===== config.mk =====
export PLATFORM = sky130hd
export DESIGN_NAME = bit_deser
export DESIGN_NICKNAME = d
export VERILOG_FILES = /design/src/rtl/bit_deser_pkg.sv /design/src/rtl/deser_fifo2.sv /design/src/rtl/bit_deser.sv
export SDC_FILE = /design/constraint.sdc
export NUM_CORES = 1
export LEC_CHECK = 0
export ABC_AREA = 1
export BUFFER_PORTS_ARGS = -buffer_cell sky130_fd_sc_hd__buf_2
export CAP_MARGIN = 20
export CORE_MARGIN = 8
export CORE_UTILIZATION = 55
export CTS_CLUSTER_SIZE = 20
export DETAILED_ROUTE_END_ITERATION = 8
export MAX_ROUTING_LAYER = met4
export PLACE_DENSITY = 0.76
export SKIP_LAST_GASP = 1
export SYNTH_ARGS = -nofsm -noshare
export SYNTH_HDL_FRONTEND = slang
export SYNTH_HIERARCHICAL = 1
export SYNTH_SLANG_ARGS = --single-unit

===== constraint.sdc =====
create_clock -name clk -period 1.6 [get_ports clk]
set_input_delay 0.32 -clock clk [delete_from_list [all_inputs] [get_ports clk]]
set_output_delay 0.32 -clock clk [all_outputs]
set_load 0.005 [all_outputs]

===== src/rtl/bit_deser_pkg.sv =====
// Shared types and widths for the serial bit deserializer.
package bit_deser_pkg;

    localparam int unsigned BYTE_W     = 8;
    localparam int unsigned TS_W       = 32;
    localparam int unsigned REC_W      = BYTE_W + TS_W;
    localparam int unsigned BIT_CNT_W  = 4;
    localparam int unsigned BYTE_CNT_W = 8;

    localparam logic [BYTE_W-1:0] DEF_SYNC_WORD = 8'hA5;

    typedef enum logic {
        HUNT = 1'b0,
        DATA = 1'b1
    } state_t;

    // One assembled byte together with the cycle stamp of its last bit.
    typedef struct packed {
        logic [BYTE_W-1:0] data;
        logic [TS_W-1:0]   ts;
    } byte_rec_t;

endpackage


===== src/rtl/deser_fifo2.sv =====
// Two-entry FIFO with valid/ready on both sides; head entry drives the outputs.
module deser_fifo2 #(
    parameter int unsigned W = 40
) (
    input  logic         clk,
    input  logic         rst_n,
    input  logic         in_valid,
    output logic         in_ready_c,
    input  logic [W-1:0] in_data,
    output logic         out_valid,
    input  logic         out_ready,
    output logic [W-1:0] out_data,
    output logic         full
);

    logic [W-1:0] head_q, head_n;
    logic [W-1:0] tail_q, tail_n;
    logic [1:0]   cnt_q, cnt_n;
    logic         push_c;
    logic         pop_c;

    // A full FIFO can still take a new entry when the head leaves this cycle.
    assign in_ready_c = (cnt_q != 2'd2) || out_ready;
    assign push_c     = in_valid && in_ready_c;
    assign pop_c      = out_valid && out_ready;

    // Next-state for the head/tail registers and occupancy.
    always_comb begin
        head_n = head_q;
        tail_n = tail_q;
        cnt_n  = cnt_q;
        case (cnt_q)
            2'd0: begin
                if (push_c) begin
                    head_n = in_data;
                    cnt_n  = 2'd1;
                end
            end
            2'd1: begin
                if (push_c && pop_c) begin
                    head_n = in_data;
                end else if (push_c) begin
                    tail_n = in_data;
                    cnt_n  = 2'd2;
                end else if (pop_c) begin
                    cnt_n  = 2'd0;
                end
            end
            default: begin
                if (pop_c) begin
                    head_n = tail_q;
                    if (push_c) begin
                        tail_n = in_data;
                    end else begin
                        cnt_n  = 2'd1;
                    end
                end
            end
        endcase
    end

    // Storage and registered status flags.
    always_ff @(posedge clk) begin
        if (!rst_n) begin
            head_q    <= '0;
            tail_q    <= '0;
            cnt_q     <= 2'd0;
            out_valid <= 1'b0;
            full      <= 1'b0;
        end else begin
            head_q    <= head_n;
            tail_q    <= tail_n;
            cnt_q     <= cnt_n;
            out_valid <= (cnt_n != 2'd0);
            full      <= (cnt_n == 2'd2);
        end
    end

    assign out_data = head_q;

endmodule


===== src/rtl/bit_deser.sv =====
// Serial-to-byte deserializer: hunts for a sync word, then frames fixed-length payloads.
module bit_deser
    import bit_deser_pkg::*;
#(
    parameter logic [BYTE_W-1:0] SYNC_WORD   = DEF_SYNC_WORD,
    parameter int unsigned       FRAME_BYTES = 4
) (
    input  logic              clk,
    input  logic              rst_n,
    input  logic              bit_in,
    output logic [BYTE_W-1:0] byte_data,
    output logic [TS_W-1:0]   byte_ts,
    output logic              byte_valid,
    input  logic              byte_ready,
    output logic              sync_lock,
    output logic              overflow
);

    localparam logic [BYTE_CNT_W-1:0] LAST_BYTE = BYTE_CNT_W'(FRAME_BYTES - 1);

    state_t                  state_q, state_n;
    // Only the low 7 bits are kept; the post-shift byte is {shift_q, bit_in}.
    logic [BYTE_W-2:0]       shift_q, shift_n;
    logic [BYTE_W-1:0]       shift_post_c;
    logic [BIT_CNT_W-1:0]    bit_cnt_q, bit_cnt_n;
    logic [BYTE_CNT_W-1:0]   byte_cnt_q, byte_cnt_n;
    logic [TS_W-1:0]         ts_q;
    logic                    push_c;
    logic                    drop_c;
    logic                    fifo_in_ready_c;
    logic                    fifo_full;
    byte_rec_t               rec_in_c;
    byte_rec_t               rec_out;

    assign shift_post_c = {shift_q, bit_in};

    // Framing FSM: next state, counters and FIFO push.
    always_comb begin
        state_n    = state_q;
        shift_n    = shift_post_c[BYTE_W-2:0];
        bit_cnt_n  = bit_cnt_q;
        byte_cnt_n = byte_cnt_q;
        push_c     = 1'b0;
        case (state_q)
            HUNT: begin
                if (bit_cnt_q != BIT_CNT_W'(8)) begin
                    bit_cnt_n = BIT_CNT_W'(bit_cnt_q + BIT_CNT_W'(1));
                end
                // bit_cnt_q >= 7 means this bit is at least the 8th since hunting began.
                if ((shift_post_c == SYNC_WORD) && (bit_cnt_q >= BIT_CNT_W'(7))) begin
                    state_n    = DATA;
                    bit_cnt_n  = '0;
                    byte_cnt_n = '0;
                end
            end
            DATA: begin
                if (bit_cnt_q == BIT_CNT_W'(7)) begin
                    push_c    = 1'b1;
                    bit_cnt_n = '0;
                    if (byte_cnt_q == LAST_BYTE) begin
                        state_n    = HUNT;
                        shift_n    = '0;
                        byte_cnt_n = '0;
                    end else begin
                        byte_cnt_n = BYTE_CNT_W'(byte_cnt_q + BYTE_CNT_W'(1));
                    end
                end else begin
                    bit_cnt_n = BIT_CNT_W'(bit_cnt_q + BIT_CNT_W'(1));
                end
            end
            default: begin
                state_n = HUNT;
            end
        endcase
    end

    // Only a full FIFO can refuse a byte; the frame keeps advancing regardless.
    assign drop_c = push_c && fifo_full && !fifo_in_ready_c;

    // State, counters, timestamp and sticky overflow.
    always_ff @(posedge clk) begin
        if (!rst_n) begin
            state_q    <= HUNT;
            shift_q    <= '0;
            bit_cnt_q  <= '0;
            byte_cnt_q <= '0;
            ts_q       <= '0;
            sync_lock  <= 1'b0;
            overflow   <= 1'b0;
        end else begin
            state_q    <= state_n;
            shift_q    <= shift_n;
            bit_cnt_q  <= bit_cnt_n;
            byte_cnt_q <= byte_cnt_n;
            ts_q       <= TS_W'(ts_q + TS_W'(1));
            sync_lock  <= (state_n == DATA);
            overflow   <= overflow || drop_c;
        end
    end

    assign rec_in_c.data = shift_post_c;
    assign rec_in_c.ts   = ts_q;

    // Output queue decoupling the framer from the consumer.
    deser_fifo2 #(
        .W (REC_W)
    ) u_fifo (
        .clk        (clk),
        .rst_n      (rst_n),
        .in_valid   (push_c),
        .in_ready_c (fifo_in_ready_c),
        .in_data    (rec_in_c),
        .out_valid  (byte_valid),
        .out_ready  (byte_ready),
        .out_data   (rec_out),
        .full       (fifo_full)
    );

    assign byte_data = rec_out.data;
    assign byte_ts   = rec_out.ts;

endmodule


-- Word level (Yosys, flattened, before mapping)
Index checks and enable logic that the tools add are counted.
- $add $sub $neg: 3
- magnitude comparators: 1
- equality and inequality tests: 13
- multiplexer cells: 32
- bitwise operators: 2
- reduce and logical (&&, ||, !) cells: 16
- operator list (operator ; number):
    $mux W40 ; 6
    $pmux W40 S2 ; 2
    $add A32 B1 Y32 const B ; 1
    $mux W8 ; 3
    $mux W7 ; 3
    $pmux W8 S2 ; 1
    $mux W2 ; 6
    $mux W4 ; 3
    $add A8 B1 Y8 const B ; 1
    $eq A8 B2 Y1 const B ; 1
    $eq A8 B8 Y1 const B ; 1
    $pmux W4 S2 ; 1
    $logic_and A1 B1 Y1 ; 6
    $ne A2 B1 Y1 const B ; 3
    $ne A2 B2 Y1 const B ; 3
    $reduce_and A3 Y1 ; 2
    $mux W1 ; 5
    $add A4 B1 Y4 const B ; 1
    $eq A4 B3 Y1 const B ; 1
    $ge A4 B3 Y1 const B ; 1
    $ne A4 B4 Y1 const B ; 1
    $pmux W2 S2 ; 1
    $reduce_bool A2 Y1 ; 2
    $ne A3 B3 Y1 const B ; 1
    9 further kinds ; 11
- flip-flop bits (word level): 137
- bits of input ports: 4
- output and inout port bits: 43
- logic and storage cells: 78

-- Longest topological paths before layout
Gate-level depths: netlist (run 1).
- word-level depth: 8
- gate-level depth with buffers: 11
- depth with buffers taken out: 11

-- Hierarchy
Netlist (run 1), hierarchy kept.
- modules (own cells, without submodules) (module ; times used ; cells each ; area each (um^2) ; sequential area each (um^2)):
    deser_fifo2 ; 1 ; 578 ; 4100.2 ; 1681.6
    bit_deser ; 1 ; 401 ; 2658.8 ; 1061.0

-- Worst setup path before layout (run 1)
Ideal clock, no wire load.
- kind: reg2reg
- start point: reg bit_cnt_q[0]
- end point: reg u_fifo.tail_q[13]
- library setup time: 115 ps
- arrival time: 1560 ps
- required time: 1485 ps
- slack: -75 ps
- stages on the path, launching flop included: 12
- path buffers: 1
- period minus slack after synthesis: 1675 ps
- cells stage by stage: dfxtp_1 ha_1 nand2_1 nor2_1 nand2_1 inv_1 nand2_2 inv_2 buf_2 nand3b_1 nand2_1 nor2_1
- cells in the longest elaborated chain, start to end: 7
- elaborated cells on any way between the ends: 11
- classes of those cells: eq/ne: 2; mux: 6; reduce/logical: 3
- ends and longest elaborated chain (item ; line ; source):
    from (decl) ; bit_deser.sv:25 ; logic [BIT_CNT_W-1:0] bit_cnt_q, bit_cnt_n;
    from (signal assigned) ; bit_deser.sv:93 ; bit_cnt_q <= bit_cnt_n;
    $eq A4 B3 Y1 * ; bit_deser.sv:57 ; if (bit_cnt_q == BIT_CNT_W'(7)) begin
    $mux W1 * ; bit_deser.sv:57 ;
    $mux W1 * ; bit_deser.sv:44 ; case (state_q)
    net push_c ; bit_deser.sv:28 ; logic push_c;
    $logic_and A1 B1 Y1 * ; deser_fifo2.sv:24 ; assign push_c = in_valid && in_ready_c;
    $mux W40 or $logic_and A1 B1 Y1 (tied branches) ; -- ;
    $mux W40, or another cell as far along ; -- ;
    $pmux W40 S2 or $reduce_and A3 Y1 (tied branches) ; -- ;
    to (signal assigned) ; deser_fifo2.sv:72 ; tail_q <= tail_n;
    to (decl) ; deser_fifo2.sv:17 ; logic [W-1:0] tail_q, tail_n;
Mark *: on every way through the listed nets, which the timed path passes. The rest lies on a longest branch. The select of a mux whose other input is x is not followed.
A chain may end at the register's enable or synchronous reset.

-- Final worst setup path (run 1)
- start point: reg bit_cnt_q[0]
- end point: reg u_fifo.head_q[25] (netlist: u_fifo/out_data[25])
- cells in the longest elaborated chain, start to end: 7
- elaborated cells on any way between the ends: 8
- classes of those cells: eq/ne: 3; mux: 2; reduce/logical: 3
- ends and longest elaborated chain (item ; line ; source):
    $eq A4 B3 Y1 * ; bit_deser.sv:57 ;
    $mux W1 * ; bit_deser.sv:57 ;
    $mux W1 * ; bit_deser.sv:44 ;
    net push_c ; bit_deser.sv:28 ;
    $logic_and A1 B1 Y1 * ; deser_fifo2.sv:24 ;
    $logic_and A1 B1 Y1 ; deser_fifo2.sv:40 ; if (push_c && pop_c) begin
    $ne A2 B1 Y1 (no line) ; -- ;
    $reduce_and A3 Y1 (no line) * ; -- ;
    to (signal assigned) ; deser_fifo2.sv:71 ; head_q <= head_n;
    to (decl) ; deser_fifo2.sv:16 ; logic [W-1:0] head_q, head_n;
Mark *: on every way through the listed nets, which the timed path passes. The rest lies on a longest branch.

==> flow_summary_export.csv, run 1 <==
group,metric,value,unit
status,outcome,"complete, no violations",
logic_synthesis,syn-cell-area,6759,um^2
timing,rsz0062_at_grt,"true",
cells_and_area,syn_to_final_growth,19.16,%
drt,vias,6473,
worst_setup_path,worstPathRequired,1910,ps
placed_design,gp_congestion,0.9411,
logic_synthesis,synthArstFlopShare,0,%
logic_synthesis,yosysWarnings,6,
clock_network,cts_max_path_buffers,2,
grt,grt_pass1_vias,5566,
clock_network,cts-root-buf,"clkbuf_16",
cells_and_area,seqCellArea,2753,um^2
worst_setup_path,path_cells,"ha_4, nand2_2, nor2_2, nand2_2, inv_4, nand2_8, nand2_8, clkbuf_16, nand3_1, nand2_1, nor2_1",
worst_setup_path,cpPeakStageDelay,360,ps
clock_network,cts_hold_buf,0,
drt,wl_per_cell,14.16,um
grt,grt_first_pass_wirelength,26.85,mm
grt,grt_max_degree,89,
drt,wl_met3,1.193,mm
worst_setup_path,reg2reg_depth,11,
run,maxCapViolations,0,
power,sw_frac_of_total,20.59,%
clock_network,insertion_delay,420,ps
drt,drt_iter0_markers,720,
clock_network,cts_tree,"built",
logic_synthesis,synth.avg_cell_area,6.904,um^2
logic_synthesis,synthCells,979,
logic_synthesis,mappedNetlistNets,988,
worst_setup_path,r2r_slack,70,ps
clock_network,cts_buffers,17,
worst_setup_path,crit_type,"reg -> reg",
timing,finalHoldViolations,0,
drt,viasPerCell,5.444,
drt,drt_first_pass_iters,5,
drt,dr_wl_met2,7.704,mm
power,ir_worst_vdd,0.6448,mV
worst_hold_path,hold_path_depth,3,
cells_and_area,diodes,0,
cells_and_area,final_cell_mix,"209 x nand2_1, 155 x nor2_1, 131 x dfxtp_1, 128 x a21oi_1, 78 x nand3_1",
worst_setup_path,worst_setup_path_start_kind,"flip-flop",
placed_design,pre_cts_slack,-21.52,ps
timing,max-slew-margin-rel,74.60,%
floorplan,ios,47,
drt,route.detailed.drc,0,
placed_design,place_area,7211,um^2
logic_synthesis,synth_seq_cells,137,
timing,skew,7.475,ps
clock_network,h-tree-depth,4,
cells_and_area,final_cell_count_no_fill,1189,
floorplan,core_area,12010,um^2
drt,ant_nets,0,
floorplan,dieWidth,126.9,um
power,fin_total_pwr,7265,uW
power,p_switching,1496,uW
worst_hold_path,hp-class,"in -> reg",
placed_design,hpwlAfterDp,10.78,mm
cells_and_area,final_area,8054,um^2
timing,final.period_utilization,95.73,%
worst_setup_path,crit_path_end_kind,"flip-flop",
timing,finalSetupViolCount,0,
clock_network,path_clk_slew,50,ps
floorplan,num_rows,40,
timing,min_period,1532,ps
logic_synthesis,yosys-top-cells-area,"dfxtp_1 41%, nand2_1 12%, a21oi_1 9.6%, nor2_1 8.8%, nand3_1 6.1%",
logic_synthesis,netlist-cell-type-count,32,
power,seqPwrFrac,47.5,%
drt,wl_met1,7.691,mm
cells_and_area,mostFrequentLayoutCell,"nand2_1",
cells_and_area,finalNetCount,1041,
timing,slew_viol_final,0,
logic_synthesis,synth_top_cell_by_area,"dfxtp_1",
grt,globalRoute.totalOverflow,0,
worst_hold_path,hold_path_end,"shift_q[0]$_SDFF_PN0_",
power,internal_power,5769,uW
cells_and_area,final_util,67.05,%
drt,route.top_layer_used,"met4",
floorplan,start_util,56.27,%
worst_setup_path,cp_max_fo,8,
worst_setup_path,slowest_stage,"dfxtp_4",
placed_design,port-buffer-count,46,
timing,fin_ws,68.33,ps
floorplan,die_h,126.9,um
logic_synthesis,ys.flop_type,"dfxtp_1",
placed_design,dp.cells,1152,
grt,antenna_found_initial,0,
worst_hold_path,hold_path.startpoint,"bit_in",
timing,tightestPinTransition,381.0,ps
worst_setup_path,r2r-start,"bit_cnt_q[0]$_SDFFE_PN0P_",
timing,max_freq,652.9,MHz
clock_network,clock_sinks,137,
worst_setup_path,r2r_end,"u_fifo/out_data[25]$_SDFFE_PN0P_",
power,p_per_area,902.0,nW/um^2
cells_and_area,drive_gt1_share,15.16,%
worst_setup_path,cp.arrival,1840,ps
logic_synthesis,seq_area_frac_synth,40.58,%
grt,gr-usage-all-layers,20.94,%
drt,drt-total-wl,16.84,mm
power,leakagePower,0.003254,uW
power,power.share.clock,49.8,%
logic_synthesis,yosysTopAreaCellShare,40.58,%
floorplan,dieArea,16090,um^2
cells_and_area,multi_input_area,3492,um^2
power,power_frac_comb,2.8,%
logic_synthesis,synth-edff-count,0,
cells_and_area,fill_cells,1023,
timing repair:
item | 4_1_cts | 5_1_grt
pin swaps | 0 | 4
setup buffers | 0 | 1
resized for setup | 2 | 36
endpoints found under the setup margin | 36 | 93
cloned | 1 | 6
final cells by class:
type	count	area share (%)
repair buffers	87	9.570
flip-flops and latches	137	34.18
well taps	147	2.284
inverters	80	3.915
clock inverters	3	0.4971
clock buffers	26	6.199
multi-input cells	709	43.36
Yosys cell counts (12+ instances only):
cell,instances
buf_2,19
nand3b_1,32
clkbuf_1,14
inv_1,76
o21ai_0,13
dfxtp_1,137
nor2_1,158
a21oi_1,130
buf_4,12
nand2_1,213
nand3_1,82
a21boi_0,29
metal layers:
metal | global-route usage (%) | up-vias
met2 | 31.13 | 222
met3 | 5.614 | 25
li1 | - | 3292
met1 | 26.83 | 2934
met5 | - | -
met4 | 7.418 | 0
state kept, by name (all words and copies together), names as in the netlist:
| signal | cells |
|---|---|
| u_fifo/full | 1 |
| ts_q | 32 |
| u_fifo/cnt_q | 2 |
| state_q | 1 |
| u_fifo/out_valid | 1 |
| shift_q | 7 |
| byte_cnt_q | 8 |
| bit_cnt_q | 4 |
| u_fifo/tail_q | 40 |
| overflow | 1 |
| u_fifo/out_data | 40 |
cell families (layout without fill, tap and decap cells):
logic type | Yosys count | after routing | share of synthesized area, %
AND/OR/NAND/NOR | 522 | 523 | 34.15
XOR/XNOR | 3 | 3 | 0.3888
flip-flops | 137 | 137 | 40.58
adder cells (fa/ha/maj) | 5 | 5 | 0.9256
AO/OA/AOI/OAI | 178 | 178 | 14.49
buffers and inverters | 134 | 196 | 9.459
power groups by stage:
stage	sequential (uW)	combinational [uW]	clock [uW]
2_1_floorplan	3520	141	0
3_3_place_gp	3520	192	0
3_5_place_dp	3520	195	0
4_1_cts	3450	197	3670
5_1_grt	3450	229	3850
6_report	3450	200	3620
worst max path at each step:
stage	startpoint	endpoint	cells after the start
2_1_floorplan	bit_cnt_q[0]$_SDFFE_PN0P_	u_fifo/tail_q[13]$_SDFFE_PN0P_	11
3_3_place_gp	bit_cnt_q[0]$_SDFFE_PN0P_	u_fifo/tail_q[10]$_SDFFE_PN0P_	11
3_5_place_dp	bit_cnt_q[0]$_SDFFE_PN0P_	u_fifo/tail_q[25]$_SDFFE_PN0P_	11
4_1_cts	bit_cnt_q[0]$_SDFFE_PN0P_	u_fifo/tail_q[16]$_SDFFE_PN0P_	10
5_1_grt	ts_q[8]$_SDFF_PN0_	ts_q[28]$_SDFF_PN0_	7
6_report	bit_cnt_q[0]$_SDFFE_PN0P_	u_fifo/out_data[25]$_SDFFE_PN0P_	11
per-stage QoR:
step / hold slack, ps / TNS, ps
2_1_floorplan: 421.5 / 0
3_3_place_gp: 436.9 / 0
3_5_place_dp: 435.9 / -74.78
4_1_cts: 134.0 / -24.41
5_1_grt: 148.8 / -94.93
6_report: 148.7 / 0
critical path: cells and delay by family, from the launching register on:
kind	cells	cell delay (ps)
simple gates	8	660
fa+ha+maj	1	130
buf+inv	2	250
flops	1	360
No activity file was read; power rests on OpenSTA's default activity.
==> run 2: changes to the inputs <==
Settings changed: ABC_AREA 1 to default, CORE_UTILIZATION 55 to 54, CTS_CLUSTER_SIZE 20 to default, PLACE_DENSITY 0.76 to 0.74.
==> flow_summary_export.csv, run 2 <==
group,metric,value,unit
logic_synthesis,syn-cell-area,6507,um^2
run,maxCapViolations,0,
cells_and_area,final_cell_count_no_fill,1006,
cells_and_area,syn_to_final_growth,37.05,%
worst_setup_path,crit_path_end_kind,"flip-flop",
power,p_per_area,865.2,nW/um^2
floorplan,num_rows,40,
worst_setup_path,cpPeakStageDelay,580,ps
timing,finalHoldViolations,0,
cells_and_area,fill_cells,793,
timing,final.period_utilization,112.8,%
logic_synthesis,yosysWarnings,6,
grt,grtUsageMet3,5.865,%
clock_network,cts-root-buf,"clkbuf_16",
drt,vias,6529,
placed_design,port-buffer-count,46,
drt,viasPerCell,6.490,
power,ir_worst_vdd,0.8183,mV
grt,grt-busiest-layer,"met2",
floorplan,core_area,11910,um^2
worst_setup_path,timing.critical_path.mode_cell,"buf_6",
grt,grt_util_met2,39.99,%
cells_and_area,diodes,0,
cells_and_area,finalNetCount,856,
drt,route.detailed.drc,0,
placed_design,dp.cells,939,
timing,min_period,1804,ps
floorplan,ios,47,
logic_synthesis,synth_seq_cells,137,
status,outcome,"complete, but fails checks",
worst_setup_path,reg2reg_depth,6,
logic_synthesis,netlist-cell-type-count,55,
worst_setup_path,r2r_slack,-200,ps
worst_setup_path,cp_max_fo,6,
drt,drt_iter0_markers,659,
clock_network,cts_max_path_buffers,2,
power,leakagePower,0.003761,uW
clock_network,insertion_delay,430,ps
grt,antenna_found_initial,0,
timing,finalSetupViolCount,98,
timing,fin_ws,-204.4,ps
worst_setup_path,r2r-start,"ts_q[12]$_SDFF_PN0_",
worst_hold_path,hold_path_depth,3,
timing,skew,6.729,ps
worst_hold_path,hold_path.startpoint,"bit_in",
drt,drt-total-wl,21.84,mm
cells_and_area,final_cell_mix,"118 x dfxtp_1, 84 x buf_4, 81 x nand3_1, 50 x and2_1, 46 x mux2i_1",
grt,globalRoute.totalOverflow,0,
logic_synthesis,yosys-top-cells-area,"dfxtp_1 42%, nand3_1 7.3%, mux2i_1 7.2%, o211a_1 6.2%, and2_1 4.9%",
clock_network,path_clk_slew,60,ps
worst_setup_path,worst_setup_path_start_kind,"flip-flop",
grt,grt_max_degree,61,
drt,ant_nets,0,
cells_and_area,mostFrequentLayoutCell,"dfxtp_1",
worst_setup_path,r2r_end,"ts_q[18]$_SDFF_PN0_",
timing,tightestPinTransition,736.2,ps
floorplan,dieArea,15820,um^2
grt,grt_first_pass_wirelength,30.36,mm
floorplan,start_util,54.63,%
placed_design,hpwlAfterDp,10.89,mm
logic_synthesis,mappedNetlistNets,731,
clock_network,h-tree-depth,4,
placed_design,gp_congestion,0.8374,
logic_synthesis,synthCells,722,
timing,max-slew-margin-rel,50.54,%
cells_and_area,drive_gt1_share,32.36,%
logic_synthesis,yosysTopAreaCellShare,42.15,%
worst_hold_path,hold_path_end,"shift_q[0]$_SDFF_PN0_",
grt,gr-usage-all-layers,23.98,%
clock_network,cts_hold_buf,0,
drt,drt_first_pass_iters,5,
timing,max_freq,554.2,MHz
timing,slew_viol_final,0,
logic_synthesis,ys.flop_type,"dfxtp_1",
timing,fin_worst_hold_slack,277.1,ps
timing,rsz0062_at_grt,"true",
worst_setup_path,slowest_stage,"or4_4",
worst_setup_path,crit_type,"reg -> reg",
status,violations,"negative setup slack",
floorplan,die_h,125.8,um
floorplan,dieWidth,125.8,um
grt,use_met1,26.91,%
logic_synthesis,ys_top_cells_by_count,"137 x dfxtp_1, 95 x nand3_1, 51 x and2_1, 47 x mux2i_1",
grt,grt_pass1_vias,6169,
worst_hold_path,hp-class,"in -> reg",
worst_setup_path,cp.arrival,2170,ps
clock_network,cts_tree,"built",
logic_synthesis,synthArstFlopShare,0,%
clock_network,clock_sinks,137,
logic_synthesis,synth.most_common_cell,"dfxtp_1",
logic_synthesis,synth_top_cell_by_area,"dfxtp_1",
logic_synthesis,synth.avg_cell_area,9.013,um^2
logic_synthesis,synth-edff-count,0,
logic_synthesis,seq_area_frac_synth,42.15,%
worst_setup_path,path_cells,"nand3_2, or4_4, buf_6, buf_6, or3_4, a21oi_2",
drt,wl_per_cell,21.71,um
clock_network,cts_buffers,17,
worst_setup_path,worstPathRequired,1960,ps
## run 2: changes by cell type after synthesis, sizes merged, moves of 41 or more
cell,delta
nand2,-197
o211ai,+41
a21oi,-115
nor2,-144
inv,-60
and2,+50
mux2i,+47
## run 2: report_power, final
group	leakage (uW)	switching (uW)	internal [uW]
Clock	0.000299	1460	2590
Sequential	0.00111	20.7	3430
Combinational	0.00235	128	83.7
Total	0.00376	1610	6110
## run 2: logic make-up (layout without fill, tap and decap cells)
| logic type | count (synthesis) | after routing | synth area share, % |
|---|---|---|---|
| and+or+nand+nor | 256 | 264 | 22.05 |
| AOI/OAI and AO/OA | 175 | 175 | 19.46 |
| DFF | 137 | 137 | 42.15 |
| buffers and inverters | 85 | 214 | 5.864 |
| muxes | 47 | 47 | 7.229 |
| xor gates and xnor gates | 17 | 17 | 2.288 |
| adders and majority gates | 5 | 5 | 0.9614 |
## run 2: per-stage QoR
step	utilization (%)	area [um^2]	total power, uW	setup TNS, ps	worst slack [ps]
3_3_place_gp	62.02	7387	3692	-1447	-137.6
2_1_floorplan	-	6570	3616	-4462	-168.1
5_1_grt	74.87	8919	7912	-13070	-250.3
3_5_place_dp	62.02	7387	3703	-5013	-186.1
4_1_cts	69.11	8232	7689	-3667	-200.8
6_report	74.87	8919	7716	-6716	-204.4
## run 2: critical path: cells and delay by family (launching register included)
family          cells  cell delay, ps
flops               1             340
simple gates        3             990
buf+inv             2             280
compound gates      1             140
## run 2: area by class of cell
class                           count  area (um^2)  share of cell area [%]
Clock inverter                      8        117.6                   1.319
Clock buffer                       23        488.0                   5.471
Tap cell                          147        183.9                   2.062
Sequential cell                   137         2774                   31.10
Timing Repair Buffer              163         1441                   16.16
Multi-Input combinational cell    508         3839                   43.04
Inverter                           20        75.07                  0.8418
## run 2: what timing repair did
action,4_1_cts,5_1_grt
setup endpoints to repair,94,111
endpoints found under the hold margin,0,0
buffers inserted,10,11
pin swaps,9,56
gates resized for setup,29,96
cloned,5,14
## run 2: how the worst max path moves through the flow
stage	start	end	slack, ps	depth (start not counted)
final	ts_q[12]$_SDFF_PN0_	ts_q[18]$_SDFF_PN0_	-200	6
after global routing	ts_q[13]$_SDFF_PN0_	ts_q[18]$_SDFF_PN0_	-250	6
after CTS	ts_q[12]$_SDFF_PN0_	ts_q[20]$_SDFF_PN0_	-200	5
after detailed placement	ts_q[12]$_SDFF_PN0_	ts_q[25]$_SDFF_PN0_	-190	4
after global placement	ts_q[12]$_SDFF_PN0_	ts_q[31]$_SDFF_PN0_	-140	4
after floorplan	ts_q[12]$_SDFF_PN0_	ts_q[19]$_SDFF_PN0_	-170	5
## run 2: routing by layer
layer	vias to the layer above	part of all wire, %
li1	2917	-
met2	335	49
met4	0	5.6
met1	3182	39
met3	95	7.2
met5	-	0
==> run 3: changes to the inputs <==
Settings changed: BUFFER_PORTS_ARGS -buffer_cell sky130_fd_sc_hd__buf_2 to default, CORE_UTILIZATION 54 to 55, DONT_BUFFER_PORTS from default to 1, PLACE_DENSITY 0.74 to 0.72.
==> flow_summary_export.csv, run 3 (synthesis gave the netlist of run 2 again) <==
group,metric,value,unit
status,outcome,"complete, but fails checks",
status,violations,"negative setup slack",
timing,slew_viol_final,0,
drt,drt_first_pass_iters,6,
timing,max-slew-margin-rel,64.36,%
cells_and_area,drive_gt1_share,25.31,%
cells_and_area,finalNetCount,803,
clock_network,cts_tree,"built",
power,leakagePower,0.003485,uW
power,ir_worst_vdd,0.8728,mV
floorplan,start_util,56.75,%
timing,fin_ws,-220.8,ps
drt,drt_iter0_markers,569,
cells_and_area,syn_to_final_growth,29.71,%
cells_and_area,multi_input_area,3804,um^2
placed_design,port-buffer-count,0,
worst_hold_path,hold_path_depth,1,
timing,tightestPinTransition,532.0,ps
placed_design,place_area,7089,um^2
worst_setup_path,crit_type,"reg -> reg",
cells_and_area,final_cell_mix,"123 x dfxtp_1, 92 x nand3_1, 90 x buf_4, 49 x and2_1, 46 x mux2i_1",
grt,globalRoute.totalOverflow,0,
drt,vias,6024,
timing,min_period,1821,ps
grt,grt_pass1_vias,5814,
grt,grt_first_pass_wirelength,29.55,mm
cells_and_area,mostFrequentLayoutCell,"dfxtp_1",
floorplan,die_h,124.8,um
drt,wl_per_cell,20.38,um
clock_network,cts_max_path_buffers,2,
clock_network,cts-root-buf,"clkbuf_16",
drt,route.detailed.drc,0,
cells_and_area,seqCellArea,2765,um^2
worst_hold_path,hp-class,"in -> reg",
floorplan,dieArea,15570,um^2
floorplan,core_area,11470,um^2
floorplan,dieWidth,124.8,um
power,p_per_area,926.6,nW/um^2
cells_and_area,final_area,8441,um^2
clock_network,clock_sinks,137,
clock_network,cts_hold_buf,0,
power,fin_total_pwr,7821,uW
timing,finalSetupViolCount,71,
floorplan,ios,47,
grt,grt_max_degree,145,
clock_network,insertion_delay,420,ps
worst_setup_path,cp.arrival,2170,ps
timing,final.period_utilization,113.8,%
timing,max_freq,549.2,MHz
run,maxCapViolations,0,
placed_design,gp_congestion,0.8200,
worst_setup_path,worst_setup_path_start_kind,"flip-flop",
drt,viasPerCell,6.348,
timing,rsz0062_at_grt,"true",
grt,antenna_found_initial,0,
worst_setup_path,cp_max_fo,5,
timing,finalHoldViolations,0,
cells_and_area,diodes,0,
floorplan,num_rows,39,
grt,gr-usage-all-layers,23.51,%
worst_setup_path,worstPathRequired,1950,ps
clock_network,path_clk_slew,60,ps
clock_network,cts_buffers,17,
worst_setup_path,crit_path_end_kind,"flip-flop",
worst_setup_path,reg2reg_depth,4,
clock_network,h-tree-depth,4,
drt,drt-total-wl,19.34,mm
cells_and_area,fill_cells,779,
timing,skew,5.913,ps
placed_design,hpwlAfterDp,10.33,mm
drt,ant_nets,0,
==> run 3: where the power goes <==
part	switching, uW	internal (uW)
clock network	1420	2830
registers	20.5	3430
logic	60.0	56.3
==> run 3: final cells by class <==
class,count,area share [%]
multi-input cells,510,45.06
clock buffers,23,5.544
flip-flops and latches,137,32.76
clock inverters,8,1.986
repair buffers,108,11.61
well taps,143,2.120
inverters,20,0.9191
==> run 3: worst max-delay path, stage by stage (launching register included) <==
cell     delay (ps)
dfxtp_4         360
nand3_4          90
or4_4           600
or4_4           540
a21oi_2         150
==> run 3: path summary, 6_finish.rpt <==
| check | from | end | slack [ps] |
|---|---|---|---|
| setup / recovery | ts_q[12]$_SDFF_PN0_ | ts_q[25]$_SDFF_PN0_ | -220 |
| hold / removal | bit_in | shift_q[0]$_SDFF_PN0_ | 20 |
| hold reg to reg | shift_q[6]$_SDFF_PN0_ | u_fifo/tail_q[39]$_SDFFE_PN0P_ | 500 |
| setup reg to reg | ts_q[12]$_SDFF_PN0_ | ts_q[25]$_SDFF_PN0_ | -220 |
==> run 3: what timing repair did <==
action / CTS / global route
gates resized for setup: 38 / 51
cloned: 10 / 6
setup endpoints to repair: 106 / 115
buffers inserted: 12 / 10
hold endpoints to repair: 0 / 0
pin swaps: 19 / 58
==> run 3: metal layers <==
metal  up-vias  track usage [%]  routed length, um
met1      2950            25.94               7750
met2       215            38.22               9669
li1       2806                -                  -
met3        53            6.851               1220
met5         -                -                  0
met4         0            11.41                700
==> run 3: metrics by stage <==
step | setup TNS (ps) | instances | worst slack (ps) | hold WS, ps | utilization [%]
finish | -4619 | 949 | -220.8 | 20.73 | 73.61
global route | -9242 | 949 | -240.8 | 14.76 | 73.61
CTS | -1440 | 934 | -204.3 | 13.66 | 70.26
detailed placement | -12910 | 881 | -242.9 | 451.8 | 61.82
global placement | -9632 | 881 | -206.8 | 447.2 | 61.82
floorplan | -4462 | 722 | -168.1 | 441.7 | -
